## config.mk

```make
export PLATFORM = sky130hd
export DESIGN_NAME = interp_lut_core
export DESIGN_NICKNAME = d
export VERILOG_FILES = /design/src/rtl/interp_pkg.sv /design/src/rtl/interp_lut_regs.sv /design/src/rtl/interp_lut_core.sv
export SDC_FILE = /design/constraint.sdc
export NUM_CORES = 1
export LEC_CHECK = 0
export ABC_AREA = 1
export BUFFER_PORTS_ARGS = -buffer_cell sky130_fd_sc_hd__buf_2
export CAP_MARGIN = 20
export CORE_ASPECT_RATIO = 0.8
export CORE_MARGIN = 3
export CORE_UTILIZATION = 40
export CTS_BUF_LIST = sky130_fd_sc_hd__clkbuf_4 sky130_fd_sc_hd__clkbuf_8 sky130_fd_sc_hd__clkbuf_16
export DETAILED_ROUTE_END_ITERATION = 10
export PLACE_DENSITY_LB_ADDON = 0.2
export SYNTH_ARGS = -nofsm -noshare
export SYNTH_HDL_FRONTEND = slang
export SYNTH_HIERARCHICAL = 1
export SYNTH_SLANG_ARGS = --single-unit
```

## constraint.sdc

```tcl
create_clock -name clk -period 8.1 [get_ports clk]
set_input_delay 1.62 -clock clk [delete_from_list [all_inputs] [get_ports clk]]
set_output_delay 1.62 -clock clk [all_outputs]
set_load 0.02 [all_outputs]
```

## src/rtl/interp_pkg.sv

```systemverilog
// Shared constants, types and reset-table helpers for the piecewise-linear interpolator.
package interp_pkg;
    localparam int unsigned N_KNOT         = 17;
    localparam int unsigned Y_WIDTH        = 10;
    localparam int unsigned X_WIDTH        = 8;
    localparam int unsigned FRAC_WIDTH     = 4;
    localparam int unsigned SEG_WIDTH      = 4;
    localparam int unsigned IDX_WIDTH      = 5;
    localparam int unsigned D_WIDTH        = Y_WIDTH + 1;
    localparam int unsigned P_WIDTH        = 16;
    localparam int unsigned ADDR_KNOT_BASE = 'h000;
    localparam int unsigned ADDR_CTRL      = 'h040;
    localparam int unsigned CTRL_EN_BIT     = 0;
    localparam int unsigned CTRL_COMMIT_BIT = 1;

    typedef logic [Y_WIDTH-1:0] knot_t;
    typedef knot_t [N_KNOT-1:0] knot_tbl_t;

    // Stage-1 payload: selected segment start, slope and position within the segment
    typedef struct packed {
        logic                  vld;
        logic                  en;
        logic [X_WIDTH-1:0]    x;
        knot_t                 y0;
        logic [D_WIDTH-1:0]    d;
        logic [FRAC_WIDTH-1:0] frac;
    } stage1_t;

    // Identity ramp y = 4*x, saturated at full scale for the last knot
    function automatic knot_t ramp_knot(input int unsigned k);
        int unsigned v;
        v = 64 * k;
        if (v > ((1 << Y_WIDTH) - 1)) begin
            v = (1 << Y_WIDTH) - 1;
        end
        return Y_WIDTH'(v);
    endfunction

    function automatic knot_tbl_t ramp_table();
        knot_tbl_t t;
        for (int unsigned k = 0; k < N_KNOT; k++) begin
            t[k] = ramp_knot(k);
        end
        return t;
    endfunction
endpackage

```

## src/rtl/interp_lut_regs.sv

```systemverilog
// Register decode, shadow/active knot banks, delayed commit and single-cycle read wait.
module interp_lut_regs
    import interp_pkg::*;
#(
    parameter int unsigned SEL_WIDTH  = 4,
    parameter int unsigned ADDR_WIDTH = 10,
    parameter int unsigned DATA_WIDTH = 8,
    parameter int unsigned SEL_ID     = 0
) (
    input  logic                  clk,
    input  logic                  rstn,
    input  logic [SEL_WIDTH-1:0]  i_apb_sel,
    input  logic [ADDR_WIDTH-1:0] i_apb_addr,
    input  logic [DATA_WIDTH-1:0] i_apb_data,
    input  logic                  i_apb_write_trg,
    input  logic                  i_apb_read_trg,
    output logic [DATA_WIDTH-1:0] o_apb_rdata,
    output logic                  o_apb_wait,
    output knot_tbl_t             o_active,
    output logic                  o_en
);
    knot_tbl_t             shadow_q, shadow_d;
    knot_tbl_t             active_q, active_d;
    logic                  en_q, en_d;
    logic                  commit_q, commit_d;
    logic                  wait_q, wait_d;
    logic [DATA_WIDTH-1:0] rdata_q, rdata_d;

    logic                  sel_hit_c, wr_c, rd_c;
    logic                  knot_hit_c, ctrl_hit_c;
    logic [ADDR_WIDTH-1:0] off_c;
    logic [IDX_WIDTH-1:0]  idx_c;
    logic [DATA_WIDTH-1:0] rd_val_c;

    // Address decode; a write in the same cycle wins over a read
    always_comb begin
        sel_hit_c  = (i_apb_sel == SEL_WIDTH'(SEL_ID));
        wr_c       = sel_hit_c && i_apb_write_trg;
        rd_c       = sel_hit_c && i_apb_read_trg && !i_apb_write_trg && !wait_q;
        off_c      = i_apb_addr - ADDR_WIDTH'(ADDR_KNOT_BASE);
        knot_hit_c = (off_c < ADDR_WIDTH'(2 * N_KNOT));
        ctrl_hit_c = (i_apb_addr == ADDR_WIDTH'(ADDR_CTRL));
        idx_c      = off_c[IDX_WIDTH:1];
    end

    always_comb begin
        rd_val_c = '0;
        if (knot_hit_c) begin
            if (off_c[0]) begin
                rd_val_c = DATA_WIDTH'(shadow_q[idx_c][Y_WIDTH-1:8]);
            end else begin
                rd_val_c = DATA_WIDTH'(shadow_q[idx_c][7:0]);
            end
        end else if (ctrl_hit_c) begin
            rd_val_c = DATA_WIDTH'(en_q);
        end
    end

    // Commit copies the shadow as it stood before this cycle's writes land
    always_comb begin
        shadow_d = shadow_q;
        active_d = active_q;
        en_d     = en_q;
        commit_d = 1'b0;
        wait_d   = rd_c;
        rdata_d  = rdata_q;
        if (commit_q) begin
            active_d = shadow_q;
        end
        if (wr_c && knot_hit_c) begin
            if (off_c[0]) begin
                shadow_d[idx_c][Y_WIDTH-1:8] = i_apb_data[1:0];
            end else begin
                shadow_d[idx_c][7:0] = i_apb_data[7:0];
            end
        end
        if (wr_c && ctrl_hit_c) begin
            en_d     = i_apb_data[CTRL_EN_BIT];
            commit_d = i_apb_data[CTRL_COMMIT_BIT];
        end
        if (rd_c) begin
            rdata_d = rd_val_c;
        end
    end

    always_ff @(posedge clk or negedge rstn) begin
        if (!rstn) begin
            shadow_q <= ramp_table();
            active_q <= ramp_table();
            en_q     <= 1'b1;
            commit_q <= 1'b0;
            wait_q   <= 1'b0;
            rdata_q  <= '0;
        end else begin
            shadow_q <= shadow_d;
            active_q <= active_d;
            en_q     <= en_d;
            commit_q <= commit_d;
            wait_q   <= wait_d;
            rdata_q  <= rdata_d;
        end
    end

    assign o_active    = active_q;
    assign o_en        = en_q;
    assign o_apb_rdata = rdata_q;
    assign o_apb_wait  = wait_q;
endmodule

```

## src/rtl/interp_lut_core.sv

```systemverilog
// Programmable 17-knot piecewise-linear interpolator with a 2-stage datapath.
module interp_lut_core
    import interp_pkg::*;
#(
    parameter int unsigned SEL_WIDTH  = 4,
    parameter int unsigned ADDR_WIDTH = 10,
    parameter int unsigned DATA_WIDTH = 8,
    parameter int unsigned SEL_ID     = 0
) (
    input  logic                  clk,
    input  logic                  rstn,
    input  logic [SEL_WIDTH-1:0]  i_apb_sel,
    input  logic [ADDR_WIDTH-1:0] i_apb_addr,
    input  logic [DATA_WIDTH-1:0] i_apb_data,
    input  logic                  i_apb_write_trg,
    input  logic                  i_apb_read_trg,
    output logic [DATA_WIDTH-1:0] o_apb_rdata,
    output logic                  o_apb_wait,
    input  logic                  i_x_vld,
    input  logic [X_WIDTH-1:0]    i_x,
    output logic                  o_y_vld,
    output logic [Y_WIDTH-1:0]    o_y
);
    localparam logic signed [P_WIDTH-1:0] RND_HALF = P_WIDTH'(8);

    knot_tbl_t active;
    logic      en;

    interp_lut_regs #(
        .SEL_WIDTH  (SEL_WIDTH),
        .ADDR_WIDTH (ADDR_WIDTH),
        .DATA_WIDTH (DATA_WIDTH),
        .SEL_ID     (SEL_ID)
    ) u_regs (
        .clk             (clk),
        .rstn            (rstn),
        .i_apb_sel       (i_apb_sel),
        .i_apb_addr      (i_apb_addr),
        .i_apb_data      (i_apb_data),
        .i_apb_write_trg (i_apb_write_trg),
        .i_apb_read_trg  (i_apb_read_trg),
        .o_apb_rdata     (o_apb_rdata),
        .o_apb_wait      (o_apb_wait),
        .o_active        (active),
        .o_en            (en)
    );

    stage1_t                    s1_q, s1_d;
    logic                       y_vld_q, y_vld_d;
    logic [Y_WIDTH-1:0]         y_q, y_d;

    logic [SEG_WIDTH-1:0]       seg_c;
    knot_t                      y0_c, y1_c;
    logic signed [P_WIDTH-1:0]  d_ext_c, frac_ext_c, prod_c, rnd_c;
    logic [Y_WIDTH-1:0]         interp_c;

    // Stage 1: segment lookup and slope against the active bank
    always_comb begin
        seg_c = i_x[X_WIDTH-1:FRAC_WIDTH];
        y0_c  = active[IDX_WIDTH'(seg_c)];
        y1_c  = active[IDX_WIDTH'(seg_c) + IDX_WIDTH'(1)];
        s1_d  = s1_q;
        s1_d.vld = i_x_vld;
        if (i_x_vld) begin
            s1_d.en   = en;
            s1_d.x    = i_x;
            s1_d.y0   = y0_c;
            s1_d.d    = {1'b0, y1_c} - {1'b0, y0_c};
            s1_d.frac = i_x[FRAC_WIDTH-1:0];
        end
    end

    // Stage 2: rounded signed slope times fraction; result stays between the two knots
    always_comb begin
        d_ext_c    = {{(P_WIDTH - D_WIDTH){s1_q.d[D_WIDTH-1]}}, s1_q.d};
        frac_ext_c = {{(P_WIDTH - FRAC_WIDTH){1'b0}}, s1_q.frac};
        prod_c     = d_ext_c * frac_ext_c;
        rnd_c      = (prod_c + RND_HALF) >>> FRAC_WIDTH;
        interp_c   = Y_WIDTH'(rnd_c + $signed({{(P_WIDTH - Y_WIDTH){1'b0}}, s1_q.y0}));
        y_vld_d    = s1_q.vld;
        y_d        = y_q;
        if (s1_q.vld) begin
            y_d = s1_q.en ? interp_c : {s1_q.x, 2'b00};
        end
    end

    always_ff @(posedge clk or negedge rstn) begin
        if (!rstn) begin
            s1_q    <= '0;
            y_vld_q <= 1'b0;
            y_q     <= '0;
        end else begin
            s1_q    <= s1_d;
            y_vld_q <= y_vld_d;
            y_q     <= y_d;
        end
    end

    assign o_y_vld = y_vld_q;
    assign o_y     = y_q;
endmodule

```

==> reports/metrics.yaml, run 1 <==
status: "complete, no violations"
fin_crit_ns: 5.13
hpwl_mm: 48.1
postCtsHoldBufs: 0
criticalPathCategory: "flip-flop to flip-flop"
vias: 18200
grt_usage: 0.242
max_freq_mhz: 195
ys_ff_latch: 393
chipHeight_um: 215
fillers: 5300
placed_cells: 3200
wirelength_mm: 69.5
period_share: 0.634
cts_setup_buffers: 0
cellPowerDensity_mw_per_mm2: 236
std_cell_rows: 76
drc: 0
total_power_mw: 5.66
syn_avg_cell_area_um2: 8.52
vdd_ir_drop_max_v: 0.000155
start_util: 0.405
grt_max_degree: 180
crit_arrival_ns: 5.58
root_buffer: "clkbuf_16"
syn_nets: 2677
grt.overflow.total: 0
ys_seq_area_frac: 0.454
hold_class: "flip-flop to flip-flop"
globalplace.congestion: 0.917
tightest_slew_ns: 1.14
cts_max_path_buffers: 3
crit_path_end_kind: "flip-flop"
cts_sinks: 393
antenna_found_initial: 1
nets: 2651
ant_nets: 0
clock_skew_ns: 0.0272
fin_area_mm2: 0.0240
coreArea_mm2: 0.0540
regArea_mm2: 0.00994
synth_edf_count: 0
clkLatencyLatePin_ns: 0.59
io_buffers: 54
multi_input_area_mm2: 0.0101
drv_cap: 0
rsz0062_at_grt: "no"
finalHoldViolCount: 0
crit_required_ns: 8.55
synthCells: 2570
slew_headroom: 0.234
final_layout_size_suffix_gt1_frac: 0.168
drt_first_pass_iters: 5
wire_per_inst_um: 21.2
place_area_mm2: 0.0224
tns_ns: 0
stdcell_count: 3281
drt_iter0_markers: 1939
clkTransAtPathRegs_ns: 0.06
io_pins: 55
holdPathStages: 2
synth_cell_types: 51
p_leak_nw: 11.3
async_reset_ff_frac: 1.00
ys_warn_count: 6
cts_resized: 0
synth-main-ff-cell: "dfrtp_1"
syn_to_final_growth_pct: 9.44
path_max_fanout: 15
die-area_mm2: 0.0576
grt_pass1_vias: 17000
startpoint_type: "flip-flop"
final-setup-viol-count: 0
grt_pass1_wl_mm: 107
die_x_um: 268
antenna_cells: 0
htreeDepth: 2
drv_slew: 0
reg2reg_depth: 23
via_per_inst: 5.53
numCtsBuffers: 43
netlist_area_mm2: 0.0219
cts_tree: "yes"
==> area by class of cell <==
cell class,instances,area share
clock buffers,65,0.0538
flip-flops and latches,393,0.415
inverters,268,0.0421
multi-input cells,1764,0.422
well taps,702,0.0367
clock inverters,15,0.0104
repair buffers,74,0.0200
==> cells by family after synthesis <==
logic type / after synthesis / share of synthesized area
DFF: 393 / 0.454
buffers and inverters: 413 / 0.0844
muxes: 152 / 0.0782
xor gates and xnor gates: 16 / 0.00675
and+or+nand+nor: 834 / 0.158
AOI/OAI and AO/OA: 690 / 0.169
adders and majority gates: 72 / 0.0491
==> critical path, stage by stage, from the launching register on <==
cell and delay, ns:
dfrtp_1 0.73, nand2_1 0.10, inv_1 0.10, fa_1 0.39, ha_1 0.29, inv_1 0.05
fa_1 0.47, nor3b_1 0.38, nand2_1 0.17, fa_1 0.45, inv_1 0.10, a21oi_1 0.10
nor2_1 0.10, nor2_1 0.05, xor2_1 0.20, inv_1 0.08, ha_1 0.39, inv_1 0.08
nor3_1 0.20, nand2_1 0.08, o211ai_1 0.10, xor2_1 0.10, o21ai_0 0.20, nand2_1 0.08
==> path summary, 6_finish.rpt <==
kind / startpoint / endpoint / slack (ns)
worst max-delay path: frac_ext_c[2]$_DFFE_PN0P_ / o_y[8]$_DFFE_PN0P_ / 2.97
worst min-delay path: u_regs/o_apb_rdata[4]$_DFFE_PN0P_ / u_regs/o_apb_rdata[4]$_DFFE_PN0P_ / 0.48
worst max register to register: frac_ext_c[2]$_DFFE_PN0P_ / o_y[8]$_DFFE_PN0P_ / 2.97
worst min register to register: u_regs/o_apb_rdata[4]$_DFFE_PN0P_ / u_regs/o_apb_rdata[4]$_DFFE_PN0P_ / 0.48
max in group asynchronous: rstn / u_regs/o_active[137]$_DFFE_PN0P_ / 5.57
min in group asynchronous: rstn / u_regs/o_active[130]$_DFFE_PN0P_ / 1.05
==> cell usage after synthesis, types with 8 or more instances <==
cell | instances | share of area
nand3_1 | 126 | 0.029
ha_1 | 49 | 0.028
inv_1 | 257 | 0.044
clkbuf_1 | 69 | 0.012
a21oi_1 | 201 | 0.046
mux2_2 | 152 | 0.078
dfrtp_1 | 308 | 0.35
nand2_1 | 581 | 0.10
a22oi_1 | 42 | 0.014
o21ai_0 | 283 | 0.065
o211ai_1 | 11 | 0.0038
dfstp_2 | 85 | 0.10
buf_2 | 38 | 0.0087
nand4_1 | 12 | 0.0034
nand2_4 | 10 | 0.0051
nor2_1 | 85 | 0.015
a22o_1 | 8 | 0.0032
fa_1 | 23 | 0.021
xor2_1 | 10 | 0.0040
o21ai_1 | 124 | 0.028
buf_6 | 28 | 0.014
==> power breakdown <==
part	internal (mW)	switching (mW)	total, mW
combinational	0.507	0.971	1.48
sequential	2.00	0.0600	2.06
clock	1.27	0.850	2.12
total	3.78	1.88	5.66
==> registers in the layout, indices dropped and copies added, names as in the netlist, 3 cells and up <==
register,flops
d_ext_c,11
frac_ext_c,3
u_regs/o_active,170
o_y,10
u_regs/o_apb_rdata,8
s1_q,16
u_regs/shadow_q,170
==> metrics by stage <==
stage                      util  hold slack (ns)  setup slack [ns]
after CTS                 0.443            0.479              3.00
after detailed placement  0.414            0.465              2.75
final                     0.443            0.476              2.97
after global placement    0.414            0.457              2.88
after global routing      0.443            0.491              2.63
after floorplan               -            0.453              3.74
==> per-layer routing <==
metal / global-route usage / part of all wire / up-vias
met5: 0 / 0.00019 / -
met4: 0.0525 / 0.016 / 2
met3: 0.0482 / 0.085 / 75
met2: 0.347 / 0.42 / 694
met1: 0.376 / 0.48 / 8845
li1: - / - / 8536
==> layout by cell type, fill, tap and decap left out, types with 11 or more instances in the layout <==
| cell type | instances |
|---|---|
| nand2_1 | 581 |
| dfrtp_1 | 307 |
| o21ai_0 | 283 |
| inv_1 | 257 |
| a21oi_1 | 201 |
| mux2_2 | 152 |
| nand3_1 | 126 |
| o21ai_1 | 124 |
| dfstp_2 | 85 |
| nor2_1 | 83 |
| buf_2 | 52 |
| ha_1 | 48 |
| clkbuf_16 | 45 |
| a22oi_1 | 42 |
| fa_1 | 23 |
| clkbuf_4 | 18 |
| buf_4 | 18 |
| nand4_1 | 12 |
| o211ai_1 | 11 |
Power figures use the tool's default switching activity.
==> run 2, diff against run 1 <==
==> constraint.sdc (replaced) <==
create_clock -name clk -period 5.08 [get_ports clk]
set_input_delay 1.016 -clock clk [delete_from_list [all_inputs] [get_ports clk]]
set_output_delay 1.016 -clock clk [all_outputs]
set_load 0.02 [all_outputs]
==> reports/metrics.yaml, run 2 (synthesis results as in run 1) <==
clkLatencyLatePin_ns: 0.60
fin_crit_ns: 4.62
numCtsBuffers: 43
cts_tree: "yes"
crit_arrival_ns: 5.09
coreArea_mm2: 0.0540
std_cell_rows: 76
crit_required_ns: 5.55
root_buffer: "clkbuf_16"
htreeDepth: 2
io_buffers: 54
cts_setup_buffers: 0
hold_class: "input pin to asynchronous set/reset pin"
grt_pass1_vias: 17500
antenna_found_initial: 0
criticalPathCategory: "flip-flop to flip-flop"
start_util: 0.405
ant_nets: 0
wirelength_mm: 70.3
final_cell_mix: "nand2_1, dfrtp_1, o21ai_0, inv_1, a21oi_1"
final_common_cell: "nand2_1"
via_per_inst: 5.54
die-area_mm2: 0.0576
wire_per_inst_um: 21.2
tightest_slew_ns: 0.979
max_freq_mhz: 216
syn_to_final_growth_pct: 10.7
drc: 0
slew_headroom: 0.347
startpoint_type: "flip-flop"
rsz0062_at_grt: "no"
stdcell_count: 3309
final_layout_size_suffix_gt1_frac: 0.177
cts_max_path_buffers: 3
crit_path_end_kind: "flip-flop"
tns_ns: 0
total_power_mw: 9.06
drt_first_pass_iters: 5
cellPowerDensity_mw_per_mm2: 374
die_x_um: 268
period_share: 0.910
clkTransAtPathRegs_ns: 0.07
drt_iter0_markers: 2048
final-setup-viol-count: 0
nets: 2679
grt_max_degree: 112
cts_sinks: 393
antenna_cells: 0
status: "complete, no violations"
chipHeight_um: 215
vdd_ir_drop_max_v: 0.000243
drv_slew: 0
hpwl_mm: 47.3
drv_cap: 0
vias: 18300
placed_cells: 3229
io_pins: 55
p_leak_nw: 11.5
globalplace.congestion: 0.888
path_max_fanout: 12
grt_pass1_wl_mm: 107
grt.overflow.total: 0
clock_skew_ns: 0.0154
finalHoldViolCount: 0
grt_usage: 0.244
postCtsHoldBufs: 0
==> run 2: cell types whose count changed in the layout (fill, tap and decap cells not counted), sizes merged <==
cell	before	now
buf	74	102
clkbuf	65	57
clkinv	8	18
clkinvlp	4	2
==> run 2: worst paths after layout <==
kind,startpoint,end,slack [ns],depth (start not counted)
worst min-delay path,rstn,o_y[3]$_DFFE_PN0P_,0.47,1
worst max register to register,frac_ext_c[1]$_DFFE_PN0P_,o_y[9]$_DFFE_PN0P_,0.46,25
worst max-delay path,frac_ext_c[1]$_DFFE_PN0P_,o_y[9]$_DFFE_PN0P_,0.46,25
max in group asynchronous,rstn,u_regs/o_active[88]$_DFFE_PN0P_,3.39,2
min in group clk,u_regs/o_apb_rdata[7]$_DFFE_PN0P_,u_regs/o_apb_rdata[7]$_DFFE_PN0P_,0.48,2
worst min register to register,u_regs/o_apb_rdata[7]$_DFFE_PN0P_,u_regs/o_apb_rdata[7]$_DFFE_PN0P_,0.48,2
==> run 2: what timing repair did <==
item / in CTS / in global routing
endpoints found under the setup margin: 0 / 2
resized for setup: 0 / 2
hold endpoints to repair: 0 / 0
==> run 2: where the power goes <==
| group | internal, mW | total [mW] | switching, mW |
|---|---|---|---|
| Clock | 1.97 | 3.37 | 1.39 |
| Combinational | 0.834 | 2.42 | 1.59 |
| Sequential | 3.19 | 3.27 | 0.0802 |
==> run 2: metrics by stage <==
step | hold WS [ns] | area [um2] | util | worst slack [ns]
2_1_floorplan | 0.453 | 21900 | - | 0.724
3_3_place_gp | 0.462 | 22700 | 0.420 | 0.429
3_5_place_dp | 0.462 | 22700 | 0.420 | 0.421
4_1_cts | 0.477 | 24200 | 0.448 | 0.362
5_1_grt | 0.499 | 24200 | 0.448 | 0.0791
6_report | 0.472 | 24200 | 0.448 | 0.458
==> run 2: final cells by class <==
cell class / instances / area (um2)
Fill cell: 5346 / 29800
Multi-Input combinational cell: 1764 / 10100
Sequential cell: 393 / 9950
Clock buffer: 57 / 1220
Inverter: 268 / 1010
Tap cell: 702 / 878
Timing Repair Buffer: 102 / 756
Clock inverter: 23 / 297
==> run 2: critical path, cell delays in order (launching register included) <==
cell and delay (ns):
dfrtp_2 0.51, nand2_1 0.09, inv_1 0.05, fa_1 0.46, ha_1 0.29, inv_1 0.06, fa_1 0.46, nor3b_1 0.33
nand2_1 0.16, fa_1 0.45, inv_1 0.10, a21oi_1 0.09, nor2_1 0.09, nor2_1 0.05, xor2_1 0.12, inv_1 0.06
ha_1 0.35, nand2_1 0.09, nor2_1 0.15, o21ai_0 0.11, nand3_1 0.11, inv_1 0.05, nand3_1 0.07, nand3_1 0.07
nand2_1 0.07, nand2_1 0.05
==> run 2: routing by layer <==
| layer | vias up | global-route usage | part of all wire |
|---|---|---|---|
| li1 | 8569 | - | - |
| met1 | 9033 | 0.361 | 0.47 |
| met2 | 649 | 0.365 | 0.43 |
| met3 | 92 | 0.0509 | 0.076 |
| met4 | 0 | 0.0585 | 0.023 |
| met5 | - | 0 | 0 |
